--- config.mk ---
export PLATFORM = sky130hd
export DESIGN_NAME = req_ack_monitor
export DESIGN_NICKNAME = d
export VERILOG_FILES = /design/src/rtl/req_ack_mon_pkg.sv /design/src/rtl/req_ack_mon_ch.sv /design/src/rtl/req_ack_monitor.sv
export SDC_FILE = /design/constraint.sdc
export NUM_CORES = 1
export LEC_CHECK = 0
export ABC_AREA = 1
export CORE_ASPECT_RATIO = 0.9
export CORE_UTILIZATION = 35
export DETAILED_ROUTE_END_ITERATION = 8
export SYNTH_ARGS = -nofsm -noshare
export SYNTH_HDL_FRONTEND = slang
export SYNTH_HIERARCHICAL = 1
export SYNTH_SLANG_ARGS = --single-unit
--- constraint.sdc ---
create_clock -name clk -period 5.7 [get_ports clk]
set_input_delay 1.425 -clock clk [delete_from_list [all_inputs] [get_ports clk]]
set_output_delay 1.425 -clock clk [all_outputs]
set_load 0.05 [all_outputs]
--- src/rtl/req_ack_mon_pkg.sv ---
// req_ack_monitor shared types.
// Checking-mode and per-channel state encodings.
package req_ack_mon_pkg;

    typedef enum logic [1:0] {
        RAM_UNTIL,
        RAM_S_UNTIL,
        RAM_S_UNTIL_WITH
    } ram_mode_e;

    typedef enum logic {
        CH_IDLE,
        CH_WAIT
    } ch_state_e;

endpackage

--- src/rtl/req_ack_mon_ch.sv ---
// One req/ack channel checker.
// Edge detect, FSM, latency counter, max/sticky records.
module req_ack_mon_ch
    import req_ack_mon_pkg::*;
#(
    parameter ram_mode_e MODE    = RAM_S_UNTIL,
    parameter int        TIMEOUT = 16,
    parameter int        LAT_W   = 8
) (
    input  logic             clk,
    input  logic             rst_n,
    input  logic             req_i,
    input  logic             ack_i,
    input  logic             clr_i,
    output logic             busy_o,
    output logic             done_o,
    output logic             err_drop_o,
    output logic             err_timeout_o,
    output logic             err_sticky_o,
    output logic [LAT_W-1:0] max_lat_o
);

    localparam logic [LAT_W-1:0] TO_V    = LAT_W'(TIMEOUT);
    localparam logic [LAT_W-1:0] CNT_MAX = '1;
    localparam logic [LAT_W-1:0] ONE     = LAT_W'(1);
    localparam bit STRONG = (MODE != RAM_UNTIL);
    localparam bit WITH   = (MODE == RAM_S_UNTIL_WITH);

    ch_state_e        state;
    logic [LAT_W-1:0] cnt;
    logic             req_q;
    logic             ack_q;

    logic             rose_req;
    logic             rose_ack;
    logic             ev_done;
    logic             ev_drop;
    logic             ev_to;
    logic [LAT_W-1:0] ev_lat;

    // Decide this edge's outcome from current state and input edges.
    always_comb begin
        rose_req = req_i & ~req_q;
        rose_ack = ack_i & ~ack_q;
        ev_done  = 1'b0;
        ev_drop  = 1'b0;
        ev_to    = 1'b0;
        ev_lat   = '0;
        unique case (state)
            CH_IDLE: begin
                if (rose_req && rose_ack) begin
                    ev_done = 1'b1;
                end
            end
            CH_WAIT: begin
                if (rose_ack) begin
                    if (WITH && !req_i) begin
                        ev_drop = 1'b1;
                    end else begin
                        ev_done = 1'b1;
                        ev_lat  = cnt;
                    end
                end else if (!req_i) begin
                    ev_drop = 1'b1;
                end else if (STRONG && cnt == TO_V) begin
                    ev_to = 1'b1;
                end
            end
            default: ;
        endcase
    end

    // Channel FSM and latency counter; busy mirrors WAIT.
    always_ff @(posedge clk or negedge rst_n) begin
        if (!rst_n) begin
            state  <= CH_IDLE;
            cnt    <= '0;
            busy_o <= 1'b0;
        end else begin
            unique case (state)
                CH_IDLE: begin
                    if (rose_req && !rose_ack) begin
                        state  <= CH_WAIT;
                        cnt    <= ONE;
                        busy_o <= 1'b1;
                    end
                end
                CH_WAIT: begin
                    if (ev_done || ev_drop || ev_to) begin
                        state  <= CH_IDLE;
                        cnt    <= '0;
                        busy_o <= 1'b0;
                    end else if (cnt != CNT_MAX) begin
                        cnt <= cnt + ONE;
                    end
                end
                default: begin
                    state  <= CH_IDLE;
                    cnt    <= '0;
                    busy_o <= 1'b0;
                end
            endcase
        end
    end

    // Edge history and one-cycle event pulses.
    always_ff @(posedge clk or negedge rst_n) begin
        if (!rst_n) begin
            req_q         <= 1'b0;
            ack_q         <= 1'b0;
            done_o        <= 1'b0;
            err_drop_o    <= 1'b0;
            err_timeout_o <= 1'b0;
        end else begin
            req_q         <= req_i;
            ack_q         <= ack_i;
            done_o        <= ev_done;
            err_drop_o    <= ev_drop;
            err_timeout_o <= ev_to;
        end
    end

    // Sticky error and worst latency; a same-edge event beats clear.
    always_ff @(posedge clk or negedge rst_n) begin
        if (!rst_n) begin
            err_sticky_o <= 1'b0;
            max_lat_o    <= '0;
        end else begin
            if (clr_i) begin
                err_sticky_o <= ev_drop | ev_to;
            end else begin
                err_sticky_o <= err_sticky_o | ev_drop | ev_to;
            end
            if (ev_done && (clr_i || ev_lat > max_lat_o)) begin
                max_lat_o <= ev_lat;
            end else if (clr_i) begin
                max_lat_o <= '0;
            end
        end
    end

endmodule

--- src/rtl/req_ack_monitor.sv ---
// Multi-channel req/ack handshake monitor.
// Replicates one independent checker per channel.
module req_ack_monitor
    import req_ack_mon_pkg::*;
#(
    parameter int        NUM_CH  = 4,
    parameter ram_mode_e MODE    = RAM_S_UNTIL,
    parameter int        TIMEOUT = 16,
    parameter int        LAT_W   = 8
) (
    input  logic                    clk,
    input  logic                    rst_n,
    input  logic [NUM_CH-1:0]       req_i,
    input  logic [NUM_CH-1:0]       ack_i,
    input  logic                    clr_i,
    output logic [NUM_CH-1:0]       busy_o,
    output logic [NUM_CH-1:0]       done_o,
    output logic [NUM_CH-1:0]       err_drop_o,
    output logic [NUM_CH-1:0]       err_timeout_o,
    output logic [NUM_CH-1:0]       err_sticky_o,
    output logic [NUM_CH*LAT_W-1:0] max_lat_o
);

    for (genvar c = 0; c < NUM_CH; c++) begin : g_ch
        req_ack_mon_ch #(
            .MODE    (MODE),
            .TIMEOUT (TIMEOUT),
            .LAT_W   (LAT_W)
        ) u_ch (
            .clk           (clk),
            .rst_n         (rst_n),
            .req_i         (req_i[c]),
            .ack_i         (ack_i[c]),
            .clr_i         (clr_i),
            .busy_o        (busy_o[c]),
            .done_o        (done_o[c]),
            .err_drop_o    (err_drop_o[c]),
            .err_timeout_o (err_timeout_o[c]),
            .err_sticky_o  (err_sticky_o[c]),
            .max_lat_o     (max_lat_o[c*LAT_W +: LAT_W])
        );
    end

endmodule

==> Word level (Yosys, flattened, before mapping) <==
Cells that the tools add are included.
{ "word_totals": {"wordCells": 237, "ram_bits": 0, "mem_count": 0, "inputBits": 11, "output_inout_bits": 52, "latchBits": 0, "mem_bits_ro": 0, "register_bits": 96} }
{ "classes": {"mul": 0, "shift": 0, "n_lt_le_gt_ge": 4, "n_eq_ne": 20, "bitwise_logic": 32, "n_mux": 97, "add_sub_neg": 4, "reduce_logical": 40, "div_mod_pow": 0} }
{ "op_table": {"columns": ["operator", "n"], "rows": [
  ["$mux 8", 25],
  ["$pmux 8 s2", 4],
  ["$mux 1", 56],
  ["$add 8x1->8 const B", 4],
  ["$eq 8x5->1 const B", 4],
  ["$gt 8x8->1", 4],
  ["$ne 8x8->1 const B", 4],
  ["$pmux 1 s2", 12],
  ["$reduce_and 2->1", 8],
  ["$logic_and 1x1->1", 12],
  ["$logic_or 1x1->1", 12],
  ["$ne 3x3->1 const B", 4],
  ["$not 1->1", 12],
  ["$or 1x1->1", 12],
  ["$and 1x1->1", 8],
  ["$ne 2x1->1 const B", 4],
  ["$ne 2x2->1 const B", 4],
  ["$reduce_bool 2->1", 4],
  ["$logic_not 1->1", 4]
]} }

==> Depth between registers and ports, before layout <==
{ "logic_depth": {"word_depth": 9, "ltp_mapped": 19} }

==> Hierarchy <==
The synthesis kept the hierarchy.
{ "by_module_without_submodules": {"columns": ["module", "cells_per_inst", "area_per_inst_um2", "instances"], "rows": [
  ["req_ack_mon_ch", 195, 1433.9, 4]
]} }

==> Worst setup path before layout <==
OpenSTA, ideal clock, no wires.
{ "synth_path": {"path_type": "input to register", "startpoint": "input port ack_i[0]", "endpoint": "register g_ch[0].u_ch.max_lat_o[0]", "arrival_ns": 2.798, "required_ns": 5.580, "path_stages": 15, "path_slack_ns": 2.782, "n_path_buf": 0, "setup_time_ns": 0.120, "cell_sequence": "inv_1 > nor2_2 > inv_2 > nor2_1 > inv_2 > nor2_1 > ha_1 > a21oi_1 > nor2_1 > nor2_1 > nand2_1 > nand2_1 > nand2_1 > nand2_1 > nand2_1"} }
{ "synth_between": {"elab_chain_len": 7} }
{ "synth_lines": {"columns": ["item", "line_no", "text"], "rows": [
  ["start: declaration", "req_ack_monitor.sv:14", "input logic [NUM_CH-1:0] ack_i,"],
  ["$and 1x1->1 (*)", "req_ack_mon_ch.sv:44", "rose_ack = ack_i & ~ack_q;"],
  ["$mux 8", "req_ack_mon_ch.sv:56", "if (rose_ack) begin"],
  ["$mux 8", "req_ack_mon_ch.sv:49", "unique case (state)"],
  ["$gt 8x8->1", "req_ack_mon_ch.sv:134", "if (ev_done && (clr_i || ev_lat > max_lat_o)) begin"],
  ["$logic_or 1x1->1", "req_ack_mon_ch.sv:134", null],
  ["$logic_and 1x1->1", "req_ack_mon_ch.sv:134", null],
  ["$mux 8 or $reduce_bool 2->1 (tied branches)", null, null],
  ["end signal: assignment", "req_ack_mon_ch.sv:135", "max_lat_o <= ev_lat;"],
  ["end: declaration", "req_ack_mon_ch.sv:20", "output logic [LAT_W-1:0] max_lat_o"]
]} }
Mark *: on every way between the ends. The rest lies on a longest branch, timed or not.
A chain may end at the register's enable or synchronous reset.

==> Final worst setup path <==
Same ends and word-level chain as after synthesis.

==> qor.txt <==
outcome = finished clean
Slew HR = 51.2%
max-cap viol count = 0
Area contributors post-synth = dfrtp_1, nand2_1, ha_1, nand3_1, inv_1
biggest area consumer among synthesized cells = dfrtp_1
via/cell ratio = 4.59
CP delay by family, top = simple AND/OR/NAND/NOR gates
max-slew violations = 0
initial core utilization = 35.7%
Clock Latency Late Sink = 0.35 ns
Syn Nets = 831
post-route setup slack = 2.26 ns
Fmax = 0.290 GHz
initial antenna violation count = 0
Post-DP HPWL = 9.40 mm
gpl congestion = 0.819
top-area cell type share of the netlist area = 41.9%
Die Y-Extent = 123 um
ant diodes = 0
Worst VDD drop = 0.169 mV
Post-Syn Area = 0.00574 mm2
first-pass GRT wire length = 22.0 mm
Cell Count Post-Placement = 1050
Setup Fix Bufs, Post-CTS = 0
WL/cell = 11.7 um
Largest stage delay, worst path = 0.52 ns
DRT Wirelength = 12.5 mm
Avg Inst Size Synth = 7.35 um2
Iter 0 DRT Violations = 242
unrepaired setup endpoints after global routing = no
# clock sinks = 96
total CTS buffers = 9
Buf/Inv on CP = 4
Yosys reg bits = 96
Root Driver = clkbuf_16
Final Util = 43.1%
hold_buf cts = 0
CTS tree = built
Worst Setup End Kind = flip-flop
die width = 137 um
Die Area = 0.0169 mm2
crit-path cells = clkdlybuf4s50_1 > inv_1 > nor2_2 > inv_2 > nor2_1 > inv_2 > nor2_1 > ha_1 > nand2_1 > nand2_1 > nand2_1 > nand2_1 > nand2_1 > nand2_1 > nand2_1 > nand2_1 > nand2_1 > nand2_1
drt pass-1 iters = 4
Period minus WS final = 3.44 ns
vias in the first global route = 4723
final period utilization = 60.4%
met1 WL = 6.50 mm
Worst Path Required = 5.94 ns
Leakage = 3.52 nW
PortBufs = 62
Startpoint Class = input pin
gr usage total = 16.5%
pwr dens = 232 mW/mm2
row cnt = 44
Placement Setup Slack = 1.91 ns
GR Overflow Total = 0
Detail Route Antenna Nets = 0
P&R area growth vs syn = 20.8%
WP data arrival = 3.68 ns
HP Class = flip-flop to flip-flop
Ys Warns = 6
Worst Skew = 0.00599 ns
met2 WL = 5.40 mm
Synth cell types = 20
Final Non-Filler Cells = 1066
Min Hold Slack = 0.481 ns
clock-pin slew on the worst setup and hold paths = 0.07 ns
sequential-to-total area share from yosys stat = 41.9%
WL met3 = 400 um
IO Pins = 63
maximum net fanout on the critical path = 8
Nets = 905
# resized after CTS = 0
H-tree levels = 3
max layer used = met4
layout cells sized above 1 = 12.8%
largest net degree at the start of global routing = 58
via count = 4896
Slew @ Worst Pin = 0.731 ns
Fin. Hold Viols = 0
Clock Path Buffers = 2
Setup violations, final = 0
final setup TNS = 0 ns
CP max-delay cell = clkdlybuf4s50_1
crit-path most repeated cell = nand2_1
Core ar. = 0.0161 mm2
DRC viols = 0
critical path type = input pin to flip-flop
Mapped Cells = 780
## metrics by stage
stage	total power [mW]	cell area, um2
after floorplan	0.917	5740
after detailed placement	1.00	6620
after global routing	1.70	6930
after CTS	1.64	6930
final	1.61	6930
after global placement	1.00	6620
## worst register-to-register path, cell delays in order, from the launching register on
cell and delay, ns:
dfrtp_1 0.38, nor2_2 0.20, inv_2 0.06, nor2_1 0.12
inv_2 0.09, nor2_1 0.15, ha_1 0.27, a21oi_1 0.18
nor2_1 0.05, nor2_1 0.09, nand2_1 0.07, nand2_1 0.06
nand2_1 0.19, nand2_1 0.12, nand2_1 0.06
## flip-flops by register name (all words and copies together) (netlist names)
signal,count
g_ch.u_ch/cnt,32
g_ch.u_ch/max_lat_o,32
g_ch.u_ch/ack_q,4
g_ch.u_ch/busy_o,4
g_ch.u_ch/done_o,4
g_ch.u_ch/err_drop_o,4
g_ch.u_ch/err_sticky_o,4
g_ch.u_ch/err_timeout_o,4
g_ch.u_ch/req_q,4
g_ch.u_ch/state,4
## per-layer routing
metal / vias to the layer above / GRT usage (%)
li1: 2575 / -
met1: 2248 / 22.3
met2: 60 / 26.1
met3: 13 / 3.77
met4: 0 / 5.49
met5: - / 0
## where the power goes
| group | switching (mW) | leakage (nW) | internal [mW] |
|---|---|---|---|
| clock | 0.270 | 0.149 | 0.354 |
| sequential | 0.0226 | 1.29 | 0.708 |
| combinational | 0.176 | 2.08 | 0.0789 |
## cell type report
| class | instances | area [um2] |
|---|---|---|
| Sequential cell | 96 | 2400 |
| Timing Repair Buffer | 63 | 626 |
| Fill cell | 1675 | 9150 |
| Inverter | 144 | 551 |
| Tap cell | 207 | 259 |
| Clock inverter | 6 | 68.8 |
| Multi-Input combinational cell | 540 | 2780 |
| Clock buffer | 10 | 239 |
## cells in the final DEF (no fill, tap or decap)
master,count
ha_1,40
clkinvlp_4,1
bufinv_16,1
nor3_2,4
a21oi_1,12
clkbuf_8,1
clkinv_4,3
inv_4,4
nand2_4,4
nor2_2,20
inv_1,96
nor2_1,84
nor2_4,4
o21ai_1,12
nand4_1,8
nand2_2,16
nor4_2,4
a21o_1,4
clkbuf_16,9
nand3_1,84
clkdlybuf4s50_1,61
clkinv_2,1
dfrtp_1,96
nand2_1,224
clkinv_1,8
buf_4,2
nor3_1,20
inv_2,36
## path summary, 6_finish.rpt
check / from / end / slack, ns / cells past startpoint
worst min-delay path: g_ch[3].u_ch/busy_o / g_ch[3].u_ch/busy_o / 0.48 / 2
max in group asynchronous: rst_n / g_ch[2].u_ch/max_lat_o[2] / 3.54 / 2
worst max register to register: g_ch[2].u_ch/ack_q / g_ch[2].u_ch/max_lat_o[3] / 3.50 / 14
worst max-delay path: ack_i[0] / g_ch[0].u_ch/max_lat_o[0] / 2.26 / 18
min in group asynchronous: rst_n / g_ch[3].u_ch/max_lat_o[0] / 1.12 / 1
worst min register to register: g_ch[3].u_ch/busy_o / g_ch[3].u_ch/busy_o / 0.48 / 2
## cell usage after synthesis, drive strengths merged
cell / count
nand2: 244
inv: 136
nor2: 108
dfrtp: 96
nand3: 84
ha: 40
nor3: 24
a21oi: 12
o21ai: 12
clkinv: 8
nand4: 8
a21o: 4
nor4: 4
## cell families (layout without fill, tap and decap cells)
kind of cell / count (synthesis) / after routing / synth area share, %
DFF: 96 / 96 / 41.9
adders and majority gates: 40 / 40 / 8.73
and+or+nand+nor: 472 / 472 / 37.2
AOI/OAI and AO/OA: 28 / 28 / 2.62
buffers and inverters: 144 / 223 / 9.60
Power figures use the tool's default switching activity.
